File: src/rtl/dino_jump_controller_pkg.sv
// Shared constants and state type for the dino physics stage.
// The VGA renderer imports the same GROUND so that the sprite and the
// drawn ground line always agree.
//   DINO_X  : fixed left edge of the dino sprite (px)
//   GROUND  : ground line y (px)
//   DINO_H  : dino sprite height (px)
//   dino_state_t : motion state of the dino
package dino_pkg;

    localparam int unsigned DINO_X = 50;
    localparam int unsigned GROUND = 335;
    localparam int unsigned DINO_H = 60;

    typedef enum logic [1:0] {
        ST_GROUND,
        ST_DUCK,
        ST_ASCEND,
        ST_DESCEND
    } dino_state_t;

endpackage

File: src/rtl/dino_jump_controller_if.sv
// Signal bundle between the game logic and the dino physics stage.
//   screenEnd : frame boundary pulse from VGA timing (multi-cycle high)
//   up        : raw jump button
//   down      : raw duck / fast-fall button
//   game_over : collision latch from the renderer (clk domain)
//   dino_x    : sprite left x (constant)
//   dino_y    : sprite top y
//   airborne  : dino is rising or falling
//   ducking   : dino is ducking on the ground
// master drives the inputs of the physics stage, slave is the physics stage.
interface dino_jump_controller_if;

    logic        screenEnd;
    logic        up;
    logic        down;
    logic        game_over;
    logic [31:0] dino_x;
    logic [31:0] dino_y;
    logic        airborne;
    logic        ducking;

    modport master (
        output screenEnd, up, down, game_over,
        input  dino_x, dino_y, airborne, ducking
    );

    modport slave (
        input  screenEnd, up, down, game_over,
        output dino_x, dino_y, airborne, ducking
    );

endinterface

File: src/rtl/dino_jump_controller_button_sync.sv
// Two-flop synchroniser with a registered rising-edge detector.
//   clk   : system clock
//   reset : asynchronous, active-low
//   din   : raw asynchronous input
//   level : synchronised level
//   rise  : one-cycle pulse on each synchronised 0->1 transition
module button_sync (
    input  logic clk,
    input  logic reset,
    input  logic din,
    output logic level,
    output logic rise
);

    logic [1:0] sync;
    logic       prev;

    always_ff @(posedge clk or negedge reset) begin
        if (!reset) begin
            sync <= '0;
            prev <= 1'b0;
        end else begin
            sync <= {sync[0], din};
            prev <= sync[1];
        end
    end

    assign level = sync[1];
    assign rise  = sync[1] & ~prev;

endmodule

File: src/rtl/dino_jump_controller.sv
// Per-frame dino physics stage. Converts the up/down buttons into jump,
// fast-fall and duck motion, advancing once per video frame, and freezes
// while game_over is high.
//   clk   : 100 MHz system clock
//   reset : asynchronous, active-low
//   bus   : slave side of dino_jump_controller_if
//           (screenEnd/up/down/game_over in, dino_x/dino_y/airborne/ducking out)
// Height h is measured upward from the ground; dino_y = GROUND-DINO_H-h.
module dino_jump_controller
    import dino_pkg::*;
#(
    parameter int unsigned JUMP_VEL  = 16,
    parameter int unsigned GRAVITY   = 1,
    parameter int unsigned FAST_MULT = 3,
    parameter int unsigned MAX_FALL  = 16
) (
    input  logic                   clk,
    input  logic                   reset,
    dino_jump_controller_if.slave  bus
);

    localparam logic [5:0]  VEL0     = 6'(JUMP_VEL);
    localparam logic [5:0]  G_SLOW   = 6'(GRAVITY);
    localparam logic [5:0]  G_FAST   = 6'(GRAVITY * FAST_MULT);
    localparam logic [5:0]  FALL_MAX = 6'(MAX_FALL);
    localparam logic [31:0] Y_GROUND = 32'(GROUND - DINO_H);

    // A full jump must stay on screen and the speeds must fit their fields.
    if (JUMP_VEL * (JUMP_VEL + 1) / 2 > GROUND - DINO_H) begin : g_peak_check
        $error("dino_jump_controller: jump peak exceeds GROUND-DINO_H");
    end
    if (JUMP_VEL > 63 || MAX_FALL > 63 || GRAVITY * FAST_MULT > 63) begin : g_width_check
        $error("dino_jump_controller: speed parameter exceeds 6 bits");
    end

    // Input conditioning
    logic up_level, up_rise;
    logic down_s, down_rise;
    logic frame_level, tick;

    button_sync u_up_sync (
        .clk   (clk),
        .reset (reset),
        .din   (bus.up),
        .level (up_level),
        .rise  (up_rise)
    );

    button_sync u_down_sync (
        .clk   (clk),
        .reset (reset),
        .din   (bus.down),
        .level (down_s),
        .rise  (down_rise)
    );

    // screenEnd stays high for several cycles; only its leading edge advances a frame.
    button_sync u_frame_sync (
        .clk   (clk),
        .reset (reset),
        .din   (bus.screenEnd),
        .level (frame_level),
        .rise  (tick)
    );

    logic sync_unused;
    assign sync_unused = &{1'b0, up_level, down_rise, frame_level};

    // Physics state
    dino_state_t state;
    logic [8:0]  h;
    logic [5:0]  vel;
    logic [5:0]  fall;
    logic        pending;

    logic [31:0] dino_y_r;
    logic        airborne_r;
    logic        ducking_r;

    // Per-frame step quantities
    logic [5:0] g;
    logic [5:0] vel_next;
    logic [6:0] fall_sum;
    logic [5:0] step;
    logic       grounded;

    always_comb begin
        g        = down_s ? G_FAST : G_SLOW;
        vel_next = (vel > g) ? (vel - g) : '0;
        fall_sum = {1'b0, fall} + {1'b0, g};
        step     = (fall_sum > {1'b0, FALL_MAX}) ? FALL_MAX : fall_sum[5:0];
        grounded = (state == ST_GROUND) || (state == ST_DUCK);
    end

    always_ff @(posedge clk or negedge reset) begin
        if (!reset) begin
            state      <= ST_GROUND;
            h          <= '0;
            vel        <= '0;
            fall       <= '0;
            pending    <= 1'b0;
            dino_y_r   <= Y_GROUND;
            airborne_r <= 1'b0;
            ducking_r  <= 1'b0;
        end else begin
            // Outputs trail the state by one cycle; with state frozen they hold too.
            dino_y_r   <= Y_GROUND - {23'b0, h};
            airborne_r <= (state == ST_ASCEND) || (state == ST_DESCEND);
            ducking_r  <= (state == ST_DUCK);

            if (!bus.game_over) begin
                // A press on a tick cycle is latched here, but the tick below
                // still sees the old pending, so the jump starts a frame later.
                if (up_rise && grounded) begin
                    pending <= 1'b1;
                end

                if (tick) begin
                    unique case (state)
                        ST_GROUND, ST_DUCK: begin
                            if (pending) begin
                                state   <= ST_ASCEND;
                                vel     <= VEL0;
                                pending <= 1'b0;
                            end else if (down_s) begin
                                state <= ST_DUCK;
                            end else begin
                                state <= ST_GROUND;
                            end
                        end
                        ST_ASCEND: begin
                            h   <= h + {3'b0, vel};
                            vel <= vel_next;
                            if (vel_next == '0) begin
                                state <= ST_DESCEND;
                                fall  <= '0;
                            end
                        end
                        ST_DESCEND: begin
                            if (h <= {3'b0, step}) begin
                                h     <= '0;
                                fall  <= '0;
                                state <= ST_GROUND;
                            end else begin
                                h    <= h - {3'b0, step};
                                fall <= step;
                            end
                        end
                        default: state <= ST_GROUND;
                    endcase
                end
            end
        end
    end

    assign bus.dino_x   = 32'(DINO_X);
    assign bus.dino_y   = dino_y_r;
    assign bus.airborne = airborne_r;
    assign bus.ducking  = ducking_r;

endmodule

File: src/flat_wrapper.sv
// flat-port wrapper written by rule: the top's interface ports become plain ports
module dino_jump_controller_flat import dino_pkg::*;
#(
    parameter int unsigned JUMP_VEL  = 16,
    parameter int unsigned GRAVITY   = 1,
    parameter int unsigned FAST_MULT = 3,
    parameter int unsigned MAX_FALL  = 16
)
  (clk, reset, bus_screenEnd, bus_up, bus_down, bus_game_over, bus_dino_x, bus_dino_y, bus_airborne, bus_ducking);
  dino_jump_controller_if bus_i ();
  input  logic clk;
  input  logic reset;
  input wire logic [$bits(bus_i.screenEnd)-1:0] bus_screenEnd;
  input wire logic [$bits(bus_i.up)-1:0] bus_up;
  input wire logic [$bits(bus_i.down)-1:0] bus_down;
  input wire logic [$bits(bus_i.game_over)-1:0] bus_game_over;
  output wire logic [$bits(bus_i.dino_x)-1:0] bus_dino_x;
  output wire logic [$bits(bus_i.dino_y)-1:0] bus_dino_y;
  output wire logic [$bits(bus_i.airborne)-1:0] bus_airborne;
  output wire logic [$bits(bus_i.ducking)-1:0] bus_ducking;
  assign bus_i.screenEnd = bus_screenEnd;
  assign bus_i.up = bus_up;
  assign bus_i.down = bus_down;
  assign bus_i.game_over = bus_game_over;
  assign bus_dino_x = bus_i.dino_x;
  assign bus_dino_y = bus_i.dino_y;
  assign bus_airborne = bus_i.airborne;
  assign bus_ducking = bus_i.ducking;
  dino_jump_controller #(.JUMP_VEL(JUMP_VEL), .GRAVITY(GRAVITY), .FAST_MULT(FAST_MULT), .MAX_FALL(MAX_FALL)) u_core (.clk(clk), .reset(reset), .bus(bus_i));
endmodule
File: config.mk
export PLATFORM = sky130hd
export DESIGN_NAME = dino_jump_controller_flat
export DESIGN_NICKNAME = d
export VERILOG_FILES = /design/src/rtl/dino_jump_controller_pkg.sv /design/src/rtl/dino_jump_controller_if.sv /design/src/rtl/dino_jump_controller_button_sync.sv /design/src/rtl/dino_jump_controller.sv /design/src/flat_wrapper.sv
export SDC_FILE = /design/constraint.sdc
export NUM_CORES = 1
export LEC_CHECK = 0
export ABC_AREA = 1
export CAP_MARGIN = 40
export CORE_MARGIN = 8
export CORE_UTILIZATION = 47
export CTS_CLUSTER_SIZE = 40
export DETAILED_ROUTE_END_ITERATION = 7
export HOLD_SLACK_MARGIN = 0.02
export PLACE_DENSITY = 0.78
export SYNTH_ARGS = -nofsm -noshare
export SYNTH_HDL_FRONTEND = slang
export SYNTH_SLANG_ARGS = --single-unit
File: constraint.sdc
create_clock -name clk -period 3 [get_ports clk]
set_input_delay 0.9 -clock clk [delete_from_list [all_inputs] [get_ports clk]]
set_output_delay 0.9 -clock clk [all_outputs]
set_load 0.05 [all_outputs]
Word-level counts from Yosys, hierarchy flattened --
Cells that the tools add are included.
Storage, ports and cells: register bits after elaboration 66, bits in latches 0, bits in writable memories 0, memory bits (read-only) 0, bits of input ports 6, output and inout port bits 66, word-level logic and storage cells 63, memories kept 0
Operators by class: add/sub/neg operators 5, $mul 0, div/mod/pow operators 0, order comparisons 3, equality and inequality tests 6, shift-type cells 0, muxes and demuxes 19, bitwise logic cells 5, reduce and logical (&&, ||, !) cells 12
Operators with widths (count):
- 6-bit 2-to-1 mux | 5
- 6-bit case mux with 2 select lines | 2
- 9-bit case mux with 2 select lines | 1
- 4-bit AND reduction | 3
- 9-bit by 9-bit subtractor with 10-bit output (first input constant) | 1
- 9-bit by 6-bit adder with 9-bit output | 1
- 9-bit by 6-bit less-or-equal comparator with 1-bit output | 1
- 9-bit 2-to-1 mux | 1
- 9-bit by 6-bit subtractor with 9-bit output | 1
- 2-bit 2-to-1 mux | 4
- 6-bit by 6-bit adder with 7-bit output | 1
- 7-bit by 5-bit > comparator with 1-bit output (second input constant) | 1
- 6-bit > comparator | 1
- 6-bit zero test | 1
- 2-bit case mux with 3 select lines | 1
- 6-bit subtractor | 1
- 1-bit 2-to-1 mux | 5
- 2-bit == test (second input constant) | 2
- 2-bit != test (second input constant) | 2
- 2-bit nonzero test | 2
- 1-bit inverter | 3
- 3-bit AND reduction | 1
- 1-bit AND | 2
- 2-bit by 1-bit == test with 1-bit output (second input constant) | 1
- other kinds (5) | 6

Depth between registers and ports, before layout --
word-level depth 7, gate-level depth with buffers 22, mapped depth without buffers 22

By module --
Synthesis repeated with hierarchy kept, for this count alone.
Unflattened totals: cells, all modules 449, area, all modules 3353.2 µm²
Modules (own cells, without submodules):
- dino_jump_controller | instances 1, cells each 434, area each 3098.0 µm², seq. area each 905.9 µm²
- button_sync | instances 3, cells each 5, area each 85.1 µm², seq. area each 75.1 µm²

Least setup slack after synthesis --
No wires, ideal clock.
path kind reg2reg, start point register u_core.fall[0], end point register u_core.state[0], library setup time 117 ps, arrival time 2662 ps, required time 2883 ps, slack 222 ps, stages on the path, launching flop included 23, path buffers 0, clock period less this slack 2778 ps, path through dfrtp_1 > fa_1 > nand2_1 > clkinv_1 > nand2_1 > nand2_1 > nor2_1 > nand3_1 > a21oi_1 > inv_1 > ha_1 > nand2_2 > inv_1 > nand2_1 > nand2_2 > nand2_1 > nand3_2 > nand2_2 > inv_4 > nor2_2 > nand2_1 > nand2_1 > nand2_1
On the way: word-level cells in the longest chain between the ends 6
Ends and longest elaborated chain:
- start: declaration | line dino_jump_controller.sv:73 | logic [5:0] fall;
- start signal: assignment | line dino_jump_controller.sv:146 | fall <= step;
- 6-bit by 6-bit adder with 7-bit output * | line dino_jump_controller.sv:90 | fall_sum = {1'b0, fall} + {1'b0, g};
- 7-bit by 5-bit > comparator with 1-bit output | line dino_jump_controller.sv:91 | step = (fall_sum > {1'b0, FALL_MAX}) ? FALL_MAX : fall_sum[5:0];
- 6-bit 2-to-1 mux * | line dino_jump_controller.sv:91
- 9-bit by 6-bit less-or-equal comparator with 1-bit output * | line dino_jump_controller.sv:140 | if (h <= {3'b0, step}) begin
- 2-bit != test (no line) *
- 4-bit AND reduction (no line) *
- end signal: assignment | line dino_jump_controller.sv:97 | state <= ST_GROUND;
- end signal: assignment | line dino_jump_controller.sv:143 | state <= ST_GROUND;
- end signal: assignment | line dino_jump_controller.sv:149 | default: state <= ST_GROUND;
- end: declaration | line dino_jump_controller.sv:70 | dino_state_t state;
Every way passes the cells marked *; elsewhere a longest branch is shown, timed or not. A chain may end at the register's enable or synchronous reset.

Worst setup path after layout --
start point register u_core.u_down_sync.sync[1], end point register u_core.h[0]
On the way: word-level cells in the longest chain between the ends 7, elaborated cells between the ends (all ways) 8, classes of those cells 2 x add/sub; 2 x order compare; 4 x mux
Ends and longest elaborated chain:
- start: declaration | line dino_jump_controller_button_sync.sv:15 | logic [1:0] sync;
- start signal: assignment | line dino_jump_controller_button_sync.sv:23 | sync <= {sync[0], din};
- 2-bit 2-to-1 mux * | line dino_jump_controller.sv:88 | g = down_s ? G_FAST : G_SLOW;
- 6-bit by 6-bit adder with 7-bit output * | line dino_jump_controller.sv:90
- 7-bit by 5-bit > comparator with 1-bit output | line dino_jump_controller.sv:91
- 6-bit 2-to-1 mux * | line dino_jump_controller.sv:91
- 9-bit by 6-bit subtractor with 9-bit output / 9-bit by 6-bit less-or-equal comparator with 1-bit output (equally long branches) | line dino_jump_controller.sv:145, dino_jump_controller.sv:140
- 9-bit 2-to-1 mux * | line dino_jump_controller.sv:140
- 9-bit case mux with 2 select lines * | line dino_jump_controller.sv:119 | unique case (state)
- end signal: assignment | line dino_jump_controller.sv:132 | h <= h + {3'b0, vel};
- end signal: assignment | line dino_jump_controller.sv:145 | h <= h - {3'b0, step};
- end: declaration | line dino_jump_controller.sv:71 | logic [8:0] h;
Marks and branches as above.

==> flow_summary.json <==
{
  "io_pins": 72,
  "crit_path_start_kind": "flip-flop",
  "setup.worst_path.class": "flip-flop to flip-flop",
  "core_region_area_um2": 6830,
  "async_flop_share": 1.00,
  "htreeDepth": 2,
  "finalNonFillerCells": 552,
  "finalCritPeriodShare": 0.985,
  "grt_pass1_wl_um": 12400,
  "final_hold_viol_count": 0,
  "netlist_instances": 428,
  "synth_fa_ha_area_frac": 0.0875,
  "place.gp.congestion": 0.891,
  "drive_gt1_frac": 0.193,
  "cp.arrival_ns": 3.18,
  "avgSynthCellArea_um2": 7.82,
  "synth_ff_type": "dfrtp_1",
  "tightestPinTransition_ns": 0.565,
  "status": "finished clean",
  "clk_path_buf_depth": 2,
  "diodes": 0,
  "drc_errors": 0,
  "max_stage_delay_ns": 0.45,
  "setup_slack_ns": 0.0450,
  "yosysWarnings": 0,
  "synth.ff_latch_count": 44,
  "slew_violations": 0,
  "vdd_drop_max_uv": 668,
  "synth_top_area_share": 0.299,
  "crit_fanout": 4,
  "multi_input_area_um2": 1820,
  "cp.depth": 19,
  "min_to": "u_core.u_frame_sync.sync[1]",
  "firstDrtPassIters": 5,
  "yosysSeqAreaShare": 0.330,
  "syn_to_final_growth_pct": 15.0,
  "finalSetupViolations": 0,
  "fp.dieH_um": 100,
  "synthMuxAreaShare": 0,
  "cts.sinks": 44,
  "min_path_type": "flip-flop to flip-flop",
  "worstPathRequired_ns": 3.22,
  "finalNetCount": 482,
  "synthTopCellsByArea": "dfrtp_1, buf_4, nand2_1",
  "final_cell_mix": "nand2_1, inv_1, dfrtp_1",
  "worst_r2r_path_depth": 19,
  "cts_hold_buf": 0,
  "clockRootBuffer": "clkbuf_8",
  "p_per_area_nw_per_um2": 1230,
  "clk_latency_ns": 0.31,
  "clk_pin_slew_ns": 0.09,
  "tritoncts": "yes",
  "synthesis.area_um2": 3350,
  "layout_commonest_cell": "nand2_1",
  "grt-ovfl-total": 0,
  "viasPerCell": 4.95,
  "fin_skew_ns": 0.00412,
  "dp_slack_ns": -0.0476,
  "fmax_mhz": 338,
  "synth_top_area_cell": "dfrtp_1",
  "min_path_cells": 0,
  "path_common_cell": "nand2_2",
  "critPathBufInv": 3,
  "grt_start_max_net_pins": 31,
  "synth_compound_area_frac": 0.0804,
  "io_buffers": 39,
  "routed_wl_um": 7680,
  "cp_cell_sequence": "fa_2 > nand2_2 > inv_2 > nand2_2 > nand2_4 > nor2_2 > nand3_2 > a21oi_2 > inv_2 > ha_4 > nand2_4 > inv_1 > nand2_1 > nand2_2 > nand2_2 > nand3_2 > nand2_4 > or2_1 > a22oi_1",
  "vias": 2733,
  "slowest_stage": "dfrtp_2",
  "timing.rr.start": "u_core.u_down_sync.sync[1]",
  "start_util": 0.490,
  "path_delay_family": "simple AND/OR/NAND/NOR gates",
  "numCtsBuffers": 5,
  "power_leakage_nw": 1.87,
  "cap_violations": 0,
  "antenna_left": 0,
  "antenna_found_initial": 0,
  "synth_simple_gate_area_frac": 0.278,
  "fin_crit_ns": 2.95,
  "synth_xor_area_frac": 0.0236,
  "gr-usage-all-layers": 0.153,
  "synth-edff-count": 0,
  "regArea_um2": 1110,
  "relSlewSlack": 0.624,
  "reg2reg_slack_ns": 0.05,
  "holdCritStartpoint": "u_core.u_frame_sync.sync[0]",
  "die_w_um": 100,
  "synth_top_family_by_area": "simple AND/OR/NAND/NOR gates",
  "synth.distinct_cells": 46,
  "rows": 30,
  "rr_endpoint": "u_core.h[0]",
  "first_global_vias": 2709,
  "fillerInstances": 640,
  "die-area_um2": 10100,
  "wl_per_cell_um": 13.9,
  "dpl.hpwl_um": 5730,
  "dp.cells": 537,
  "drt_iter0_markers": 259,
  "critPathCaptureType": "flip-flop"
}
[stage by stage]
| stage | utilization | TNS [ns] | hold slack [ns] | total power [mW] | instance area, um2 |
|---|---|---|---|---|---|
| after floorplan | - | 0 | 0.331 | 3.54 | 3460 |
| after global placement | 0.516 | 0 | 0.333 | 4.02 | 3530 |
| after detailed placement | 0.519 | -0.0898 | 0.336 | 4.08 | 3550 |
| after CTS | 0.538 | 0 | 0.356 | 4.58 | 3680 |
| after global routing | 0.563 | -0.309 | 0.364 | 5.12 | 3850 |
| final | 0.563 | 0 | 0.355 | 4.74 | 3850 |
[sequential cells by signal (all words and copies together) (netlist names)]
register and cells:
u_core.bus.airborne 1, u_core.bus.dino_y 10, u_core.bus.ducking 1, u_core.fall 6
u_core.h 9, u_core.pending 1, u_core.state 2, u_core.u_down_sync.sync 2
u_core.u_frame_sync.prev 1, u_core.u_frame_sync.sync 2, u_core.u_up_sync.prev 1, u_core.u_up_sync.sync 2
u_core.vel 6
[metal layers]
layer / up-vias / part of all wire / GRT usage
li1: 1336 / - / -
met1: 1292 / 0.42 / 0.178
met2: 95 / 0.50 / 0.265
met3: 10 / 0.057 / 0.0311
met4: 0 / 0.018 / 0.0663
met5: - / 0 / 0
[cell families after synthesis]
family	after synthesis
AO/OA/AOI/OAI	41
AND/OR/NAND/NOR	199
XOR/XNOR	9
buffers and inverters	112
other	2
adder cells (fa/ha/maj)	21
flip-flops	44
[worst max-delay path by stage]
stage,start,endpoint
floorplan,u_core.fall[0],u_core.state[0]
global placement,u_core.u_down_sync.sync[1],u_core.state[1]
detailed placement,u_core.u_down_sync.sync[1],u_core.state[0]
CTS,u_core.fall[0],u_core.h[0]
global route,u_core.u_down_sync.sync[1],u_core.h[0]
finish,u_core.u_down_sync.sync[1],u_core.h[0]
[cell usage after synthesis (2+ instances only)]
master	n
nand2_1	98
buf_4	55
inv_1	43
dfrtp_1	40
nor2_1	33
nand3_1	25
ha_1	17
a21oi_1	15
nand4_1	9
nand2_2	8
o21ai_0	8
xor2_1	8
inv_2	7
nor2_2	6
nand3_2	5
nor3_1	5
o22ai_1	5
dfstp_2	4
fa_1	4
a21oi_2	2
a22oi_2	2
a31oi_1	2
conb_1	2
nor2_4	2
or2_1	2
[final cells by class]
| cell class | count | area share |
|---|---|---|
| sequential | 44 | 0.288 |
| timing repair buffer | 48 | 0.121 |
| tap | 96 | 0.0312 |
| multi-input combinational | 303 | 0.474 |
| clock buffer | 5 | 0.0179 |
| inverter | 53 | 0.0562 |
| clock inverter | 3 | 0.0124 |
[worst reg2reg max path, stage by stage, from the launching register on]
cell,delay (ns)
dfrtp_2,0.45
fa_2,0.43
nand2_2,0.11
inv_2,0.04
nand2_2,0.08
nand2_4,0.07
nor2_2,0.13
nand3_2,0.11
a21oi_2,0.19
inv_2,0.06
ha_4,0.29
nand2_4,0.06
inv_1,0.05
nand2_1,0.06
nand2_2,0.08
nand2_2,0.06
nand3_2,0.09
nand2_4,0.08
or2_1,0.26
a22oi_1,0.17
[report_power, final]
group	internal [mW]	total, mW	switching (mW)
clock network	0.251	0.476	0.225
registers	0.813	1.09	0.274
logic	1.09	3.18	2.09
total	2.15	4.74	2.59
[what timing repair did]
item                                    CTS  global route
endpoints found under the setup margin    2            16
pin swaps                                 0            12
gates cloned                              0             0
setup buffers                             0             7
gates resized for setup                   2            31
Note: power is estimated with default switching activity, not from simulation.
